<file path="src/rtl/snake_pkg.sv">
// Shared direction type, reset heading and turn-queue depth for the snake direction controller.
// Define SNAKE_DIR_QUEUE2_EN to get a two-entry turn queue; otherwise the queue holds one turn.
package snake_pkg;

    typedef enum logic [1:0] {
        DIR_UP    = 2'b00,
        DIR_DOWN  = 2'b01,
        DIR_LEFT  = 2'b10,
        DIR_RIGHT = 2'b11
    } dir_t;

    localparam dir_t RST_DIR = DIR_RIGHT;

`ifdef SNAKE_DIR_QUEUE2_EN
    localparam int QUEUE_DEPTH = 2;
`else
    localparam int QUEUE_DEPTH = 1;
`endif

    // Opposite pairs differ only in the low bit of the encoding.
    function automatic dir_t opposite_dir(input dir_t d);
        return dir_t'(d ^ 2'b01);
    endfunction

endpackage

</file>
<file path="src/rtl/snake_dir_fifo.sv">
// Small shift-register queue of pending headings; entry 0 is the head, level-1 the tail.
// Pop is applied before push, so a full queue can accept a push in the same cycle it pops.
module snake_dir_fifo
    import snake_pkg::*;
#(
    parameter int DEPTH = 1
) (
    input  logic                             clk,
    input  logic                             rst,
    input  logic                             flush,
    input  logic                             push,
    input  logic                             pop,
    input  logic [1:0]                       din,
    output logic                             full,
    output logic                             empty,
    output logic [$clog2(DEPTH+1)-1:0]       level,
    output logic [1:0]                       head,
    output logic [1:0]                       tail
);

    localparam int LVL_W = $clog2(DEPTH + 1);

    logic [LVL_W-1:0] level_q;
    logic [LVL_W-1:0] level_d;
    logic [LVL_W-1:0] lvl_after_pop;
    logic             pop_ok;
    logic             push_ok;
    logic [1:0]       mem_q     [DEPTH];
    logic [1:0]       shift_src [DEPTH];
    logic [1:0]       tail_sel;

    assign pop_ok        = pop && (level_q != '0);
    assign lvl_after_pop = level_q - LVL_W'(pop_ok);
    assign push_ok       = push && (lvl_after_pop != LVL_W'(DEPTH));

    always_comb begin
        level_d = lvl_after_pop + LVL_W'(push_ok);
        if (flush) begin
            level_d = '0;
        end
    end

    always_ff @(posedge clk) begin
        if (rst) begin
            level_q <= '0;
        end else begin
            level_q <= level_d;
        end
    end

    // On a pop every entry takes its successor; the last entry has none and keeps its value.
    for (genvar gi = 0; gi < DEPTH; gi++) begin : g_shift
        if (gi < DEPTH - 1) begin : g_mid
            assign shift_src[gi] = mem_q[gi+1];
        end else begin : g_last
            assign shift_src[gi] = mem_q[gi];
        end
    end

    always_ff @(posedge clk) begin
        for (int i = 0; i < DEPTH; i++) begin
            if (push_ok && (lvl_after_pop == LVL_W'(i))) begin
                mem_q[i] <= din;
            end else if (pop_ok) begin
                mem_q[i] <= shift_src[i];
            end
        end
    end

    always_comb begin
        tail_sel = mem_q[0];
        for (int i = 0; i < DEPTH; i++) begin
            if (level_q == LVL_W'(i + 1)) begin
                tail_sel = mem_q[i];
            end
        end
    end

    assign full  = (level_q == LVL_W'(DEPTH));
    assign empty = (level_q == '0);
    assign level = level_q;
    assign head  = mem_q[0];
    assign tail  = tail_sel;

endmodule

</file>
<file path="src/rtl/snake_dir_ctrl.sv">
// Snake heading controller: move-period counter, key arbitration and a turn queue popped on each move.
// Queue depth follows SNAKE_DIR_QUEUE2_EN through snake_pkg.
module snake_dir_ctrl
    import snake_pkg::*;
#(
    parameter int MOVE_PERIOD = 5_000_000,
    parameter int CNT_W       = 32
) (
    input  logic       clk,
    input  logic       rst,
    input  logic       game_run,
    input  logic       left_key_press,
    input  logic       right_key_press,
    input  logic       up_key_press,
    input  logic       down_key_press,
    output logic [1:0] dir,
    output logic       move_tick,
    output logic       dir_changed
);

    localparam int LVL_W = $clog2(QUEUE_DEPTH + 1);

    dir_t             dir_q;
    dir_t             dir_d;
    logic [CNT_W-1:0] cnt_q;
    logic [CNT_W-1:0] cnt_d;
    logic             move_tick_q;
    logic             dir_changed_q;

    logic             move_event;
    logic             req_valid;
    dir_t             req_dir;
    dir_t             ref_dir;
    logic             q_push;
    logic             q_pop;
    logic             q_full;
    logic             q_empty;
    logic [LVL_W-1:0] q_level;
    logic [LVL_W-1:0] lvl_after_pop;
    logic [1:0]       q_head;
    logic [1:0]       q_tail;

    // Only one press per cycle survives: UP > DOWN > LEFT > RIGHT.
    always_comb begin
        req_valid = 1'b1;
        req_dir   = DIR_UP;
        if (up_key_press) begin
            req_dir = DIR_UP;
        end else if (down_key_press) begin
            req_dir = DIR_DOWN;
        end else if (left_key_press) begin
            req_dir = DIR_LEFT;
        end else if (right_key_press) begin
            req_dir = DIR_RIGHT;
        end else begin
            req_valid = 1'b0;
        end
    end

    always_comb begin
        move_event = game_run && (cnt_q == CNT_W'(MOVE_PERIOD - 1));
        if (!game_run || move_event) begin
            cnt_d = '0;
        end else begin
            cnt_d = cnt_q + CNT_W'(1);
        end
    end

    // A request is judged against the heading the snake will have once queued turns are applied.
    always_comb begin
        q_pop         = move_event && !q_empty;
        dir_d         = q_pop ? dir_t'(q_head) : dir_q;
        lvl_after_pop = q_level - LVL_W'(q_pop);
        ref_dir       = (lvl_after_pop != '0) ? dir_t'(q_tail) : dir_d;
        q_push        = game_run && req_valid
                        && (req_dir != ref_dir)
                        && (req_dir != opposite_dir(ref_dir))
                        && !(q_full && !q_pop);
    end

    snake_dir_fifo #(
        .DEPTH (QUEUE_DEPTH)
    ) u_fifo (
        .clk   (clk),
        .rst   (rst),
        .flush (!game_run),
        .push  (q_push),
        .pop   (q_pop),
        .din   (req_dir),
        .full  (q_full),
        .empty (q_empty),
        .level (q_level),
        .head  (q_head),
        .tail  (q_tail)
    );

    always_ff @(posedge clk) begin
        if (rst) begin
            dir_q         <= RST_DIR;
            cnt_q         <= '0;
            move_tick_q   <= 1'b0;
            dir_changed_q <= 1'b0;
        end else begin
            dir_q         <= dir_d;
            cnt_q         <= cnt_d;
            move_tick_q   <= move_event;
            dir_changed_q <= q_pop;
        end
    end

    assign dir         = dir_q;
    assign move_tick   = move_tick_q;
    assign dir_changed = dir_changed_q;

endmodule
</file>
<file path="config.mk">
export PLATFORM = sky130hd
export DESIGN_NAME = snake_dir_ctrl
export DESIGN_NICKNAME = d
export VERILOG_FILES = /design/src/rtl/snake_pkg.sv /design/src/rtl/snake_dir_fifo.sv /design/src/rtl/snake_dir_ctrl.sv
export SDC_FILE = /design/constraint.sdc
export NUM_CORES = 1
export LEC_CHECK = 0
export CAP_MARGIN = 20
export CORE_MARGIN = 1
export CORE_UTILIZATION = 35
export CTS_CLUSTER_SIZE = 14
export DETAILED_ROUTE_END_ITERATION = 12
export DONT_BUFFER_PORTS = 1
export PLACE_DENSITY = 0.56
export SETUP_SLACK_MARGIN = 0.02
export SYNTH_ARGS = -nofsm -noshare
export SYNTH_HDL_FRONTEND = slang
export SYNTH_SLANG_ARGS = --single-unit
</file>
<file path="constraint.sdc">
create_clock -name clk -period 3.12 [get_ports clk]
set_input_delay 0.312 -clock clk [delete_from_list [all_inputs] [get_ports clk]]
set_output_delay 0.312 -clock clk [all_outputs]
set_load 0.01 [all_outputs]
</file>
After elaboration in Yosys (flattened, before gate mapping):

Memories as Yosys holds them, arrays and structs flattened.
Cells that the tools add are included.

* input bits: 7
* memories kept: 1
* memory bits (writable): 2
* word-level logic and storage cells: 50
* register bits: 37

* bitwise logic cells: 3
* equality and inequality tests: 3
* add/sub/neg operators: 4
* reduce and logical (&&, ||, !) cells: 17
* multiplexer cells: 17

Memories
* u_fifo.mem_q: depth 1, bits a word 2, rd ports 1, clocked after memory_dff 0, write ports 1, RTL line snake_dir_fifo.sv:28 `logic [1:0] mem_q [DEPTH];`

Operators with widths (number)
* 32-bit by 1-bit adder with 32-bit output (second input constant): 1
* 32-bit by 23-bit == test with 1-bit output (second input constant): 1
* 2-bit two-way mux: 7
* 1-bit logical AND: 10
* 1-bit two-way mux: 10
* 2-bit OR reduction: 3
* 2-bit inequality test: 2
* 1-bit logical NOT: 3
* 1-bit inverter: 3
* 1-bit subtractor: 2
* 1-bit adder: 1
* 1-bit logical OR: 1

Logic depth before layout (Yosys ltp):

* word-level depth: 15
* depth in mapped cells: 7

Cells and area by module:

From an unflattened synthesis, not the netlist that was laid out.

* cell total of the unflattened synthesis: 219
* area, all modules: 1961.9 um2

Modules (own cells, without submodules)
* snake_dir_ctrl: instances 1, cells each 208, area each 1825.5 um2
* snake_dir_fifo: instances 1, cells each 11, area each 136.4 um2

Least setup slack after synthesis:

Ideal clock, no wire load.

* kind: reg2reg
* start: reg cnt_q[0]
* end: mem u_fifo.mem_q[0][0] (enable)
* data required time: 2.822 ns
* stages on the path, launching flop included: 7
* clock period less this slack: 1.708 ns
* data arrival time: 1.410 ns
* path buffers: 0
* slack: 1.412 ns
* cells stage by stage: dfxtp_1 ha_1 nand2_1 nor3_1 nand3_4 nand2_1 and3b_1

* word-level cells in the longest chain between the ends: 15

RTL lines
* start, declared: RTL line snake_dir_ctrl.sv:25 `logic [CNT_W-1:0] cnt_q;`
* start signal, assigned: RTL line snake_dir_ctrl.sv:105 `cnt_q <= cnt_d;`
* 32-bit by 23-bit == test with 1-bit output (*): RTL line snake_dir_ctrl.sv:61 `move_event = game_run && (cnt_q == CNT_W'(MOVE_PERIOD - 1));`
* 1-bit logical AND (*): RTL line snake_dir_ctrl.sv:61
* 1-bit logical AND (*): RTL line snake_dir_ctrl.sv:71 `q_pop = move_event && !q_empty;`
* 1-bit subtractor / 2-bit two-way mux (equally long branches): RTL line snake_dir_ctrl.sv:73, snake_dir_ctrl.sv:72
* 2-bit two-way mux: RTL line snake_dir_ctrl.sv:74 `ref_dir = (lvl_after_pop != '0) ? dir_t'(q_tail) : dir_d;`
* 2-bit inequality test / 1-bit inverter (equally long branches)
* 1-bit logical AND / 2-bit inequality test (equally long branches): RTL line snake_dir_ctrl.sv:76, snake_dir_ctrl.sv:77
* 1-bit logical AND: RTL line snake_dir_ctrl.sv:77 `&& (req_dir != opposite_dir(ref_dir))`
* 1-bit logical AND: RTL line snake_dir_ctrl.sv:78 `&& !(q_full && !q_pop);`
* 1-bit logical AND: RTL line snake_dir_fifo.sv:34 `assign push_ok = push && (lvl_after_pop != LVL_W'(DEPTH));`
* 1-bit logical AND: RTL line snake_dir_fifo.sv:62 `if (push_ok && (lvl_after_pop == LVL_W'(i))) begin`
* 1-bit two-way mux: RTL line snake_dir_fifo.sv:62
* 1-bit two-way mux (not written as such): RTL line snake_dir_fifo.sv:65 `mem_q[i] <= shift_src[i];`
* 2-bit OR reduction (no source line)
* 1-bit two-way mux (no source line) (*)
* end, declared: RTL line snake_dir_fifo.sv:28

Every way passes the cells marked *; elsewhere a longest branch is shown, timed or not.

Worst setup path in the final report:

* start: reg cnt_q[0]
* end: reg cnt_q[25]

* word-level cells in the longest chain between the ends: 4

RTL lines
* parallel branches: the longest is 4 deep, another holds 32-bit by 1-bit adder with 32-bit output

Several ways; the timed one is not identified.
A chain may end at the register's enable or synchronous reset.

==> flow_summary.yaml <==
outcome:
  status: "completed"
floorplan:
  initial_core_util_pct: 36.8
  coreArea_um2: 5140
  die_area_um2: 5700
  die_height_um: 75.5
  fp.dieW_um: 75.5
  pin_count: 11
  rows: 26
cts:
  htreeDepth: 2
  cts.clk_slew.worst_paths_ps: 70
  post_cts_resized: 0
  clk_path_buf_depth: 2
  holdBufCountCts: 0
  cts_buffers: 5
  cts_setup_buffers: 0
  cts.sinks: 39
  cts_tree: "yes"
  clk_latency_ps: 290
  root_buffer: "clkbuf_8"
cells_and_area:
  nets: 215
  n_antenna_cell: 0
  final_area_um2: 2040
  final_cell_mix: "40 x nor2_1, 37 x dfxtp_1, 21 x xor2_1"
  areaGrowthSynthToFinish_pct: 8.15
  nFillCells: 563
  layout_commonest_cell: "nor2_1"
  drive_gt1_share_pct: 9.62
route:
  vias_per_cell: 5.15
  ant_nets: 0
  drtPass1Iterations: 5
  drt_iter0_drc: 55
  wirelength_mm: 3.66
  wl_per_cell_um: 13.2
  drc: 0
  vias: 1432
synth:
  synth_area_per_cell_um2: 9.26
  synthArstFlopShare_pct: 0
  synth_compound_area_share_pct: 5.10
  syn_nets: 212
  synthSimpleGateAreaFrac_pct: 37.3
  synthesis.area_um2: 1890
  synth_ff_type: "dfxtp_1"
  synth-adder-area-share_pct: 0.662
  yosysSeqAreaShare_pct: 42.4
  yosysWarningCount: 0
  synth_top_family_by_area: "simple AND/OR/NAND/NOR gates"
  synthDistinctLibCells: 39
  synth_mux_area_share_pct: 0.530
  postSynthCellCount: 204
  synth_xor_area_share_pct: 12.5
  synth_seq_cells: 39
  synth-edff-count: 2
worst_setup_path:
  crit_fanout: 25
  required_ps: 3270
  critPathCaptureType: "flip-flop"
  rrSetupSlack_ps: 1190
  cp.arrival_ps: 2080
  crit_type: "reg -> reg"
  start_kind: "flip-flop"
pwr:
  p_leak_uw: 0.000687
  powerDensity_nw_per_um2: 427
  peakVddDrop_v: 0.000256
timing:
  worst_slew_pin_slew_ps: 573
  fin_crit_sh_pct: 61.7
  rsz0062_at_grt: "no"
  fin_tns_setup_ps: 0
  slew_viol_final: 0
  slew_headroom_pct: 61.5
  max_freq_mhz: 519
  fin_crit_ps: 1930
  hold_violations: 0
  skew_ps: 6.75
  setup_viol: 0
job:
  timing.max_cap.violations: 0
place:
  placed_cell_area_um2: 1950
  placement.io_buffers: 0
  dp_hpwl_mm: 2.63
  place_congestion: 0.823
hold_path:
  hp-class: "in -> reg"
global_routing:
  overflow: 0
  grt_max_degree: 26
  grt_util_all_layers_pct: 14.8
  grt_pass1_wl_mm: 6.30
  antenna_found_initial: 0
  first_global_vias: 1333
-- metal layers --
layer  GRT usage (%)  part of all wire, %  routed length (um)
met2            22.7                   45                1650
met5               0                    0                   0
met4            5.56                  2.0                  73
met1            19.7                   49                1780
met3            4.37                  4.0                 146
-- cell usage after synthesis, drive strengths merged (2+ instances only) --
cell type | count | area (um2)
nor4 | 10 | 129
nand4 | 12 | 90.1
nand3 | 13 | 87.6
nor3 | 2 | 10.0
o21ai | 2 | 10.0
xnor2 | 6 | 52.6
and4 | 4 | 36.3
dfxtp | 37 | 741
buf | 3 | 21.3
nand2 | 19 | 73.8
o21a | 3 | 22.5
a21oi | 6 | 30.0
edfxtp | 2 | 60.1
or3 | 2 | 12.5
and3 | 8 | 51.3
a211o | 2 | 17.5
nor2 | 40 | 150
xor2 | 21 | 184
-- path summary, 6_finish.rpt --
check | cells past startpoint | end | startpoint
setup / recovery | 6 | cnt_q[25] | cnt_q[0]
hold / removal | 1 | flip-flop | rst
setup reg to reg | 6 | cnt_q[25] | cnt_q[0]
hold reg to reg | 1 | flip-flop | u_fifo.mem_q[0][0]
-- power by group --
group	switching (uW)	leakage, uW	total (uW)	internal [uW]
Sequential	2.78	0.000318	509	506
Clock	168	0.0000482	347	178
Combinational	12.2	0.000321	17.8	5.54
Total	183	0.000687	873	690
-- sequential cells by signal, indices dropped and copies added, names as in the netlist, named ones only --
register	cells
cnt_q	32
u_fifo.full	1
dir_changed	1
u_fifo.mem_q	2
move_tick	1
-- area by class of cell --
cell class	instances	area, um2	share of cell area, %
clock buffers	7	86.3	4.23
clock inverters	1	5.00	0.245
inverters	1	3.75	0.184
multi-input cells	160	1060	51.9
flip-flops and latches	39	801	39.2
well taps	70	87.6	4.29
-- kinds of logic after synthesis --
logic type,after synthesis
XOR/XNOR,27
AND/OR/NAND/NOR,116
AO/OA/AOI/OAI,15
flip-flops,39
buffers and inverters,5
adder cells (fa/ha/maj),1
multiplexers,1
-- worst max-delay path: stages (launching register included) --
cell and delay [ps]:
dfxtp_1 380, ha_1 290, nand2_1 150, nor3_1 280, nand3_4 160, nand2_2 410, nor2_1 110
-- stage by stage --
step | setup slack [ps] | power [uW] | cells | util (%) | hold slack [ps]
2_1_floorplan | 1410 | 535 | 204 | - | 406
3_3_place_gp | 1250 | 538 | 270 | 38.0 | 413
3_5_place_dp | 1190 | 538 | 270 | 38.0 | 412
4_1_cts | 1180 | 886 | 278 | 39.8 | 111
5_1_grt | 988 | 905 | 278 | 39.8 | 106
6_report | 1190 | 873 | 278 | 39.8 | 119
Note: power is estimated with default switching activity, not from simulation.
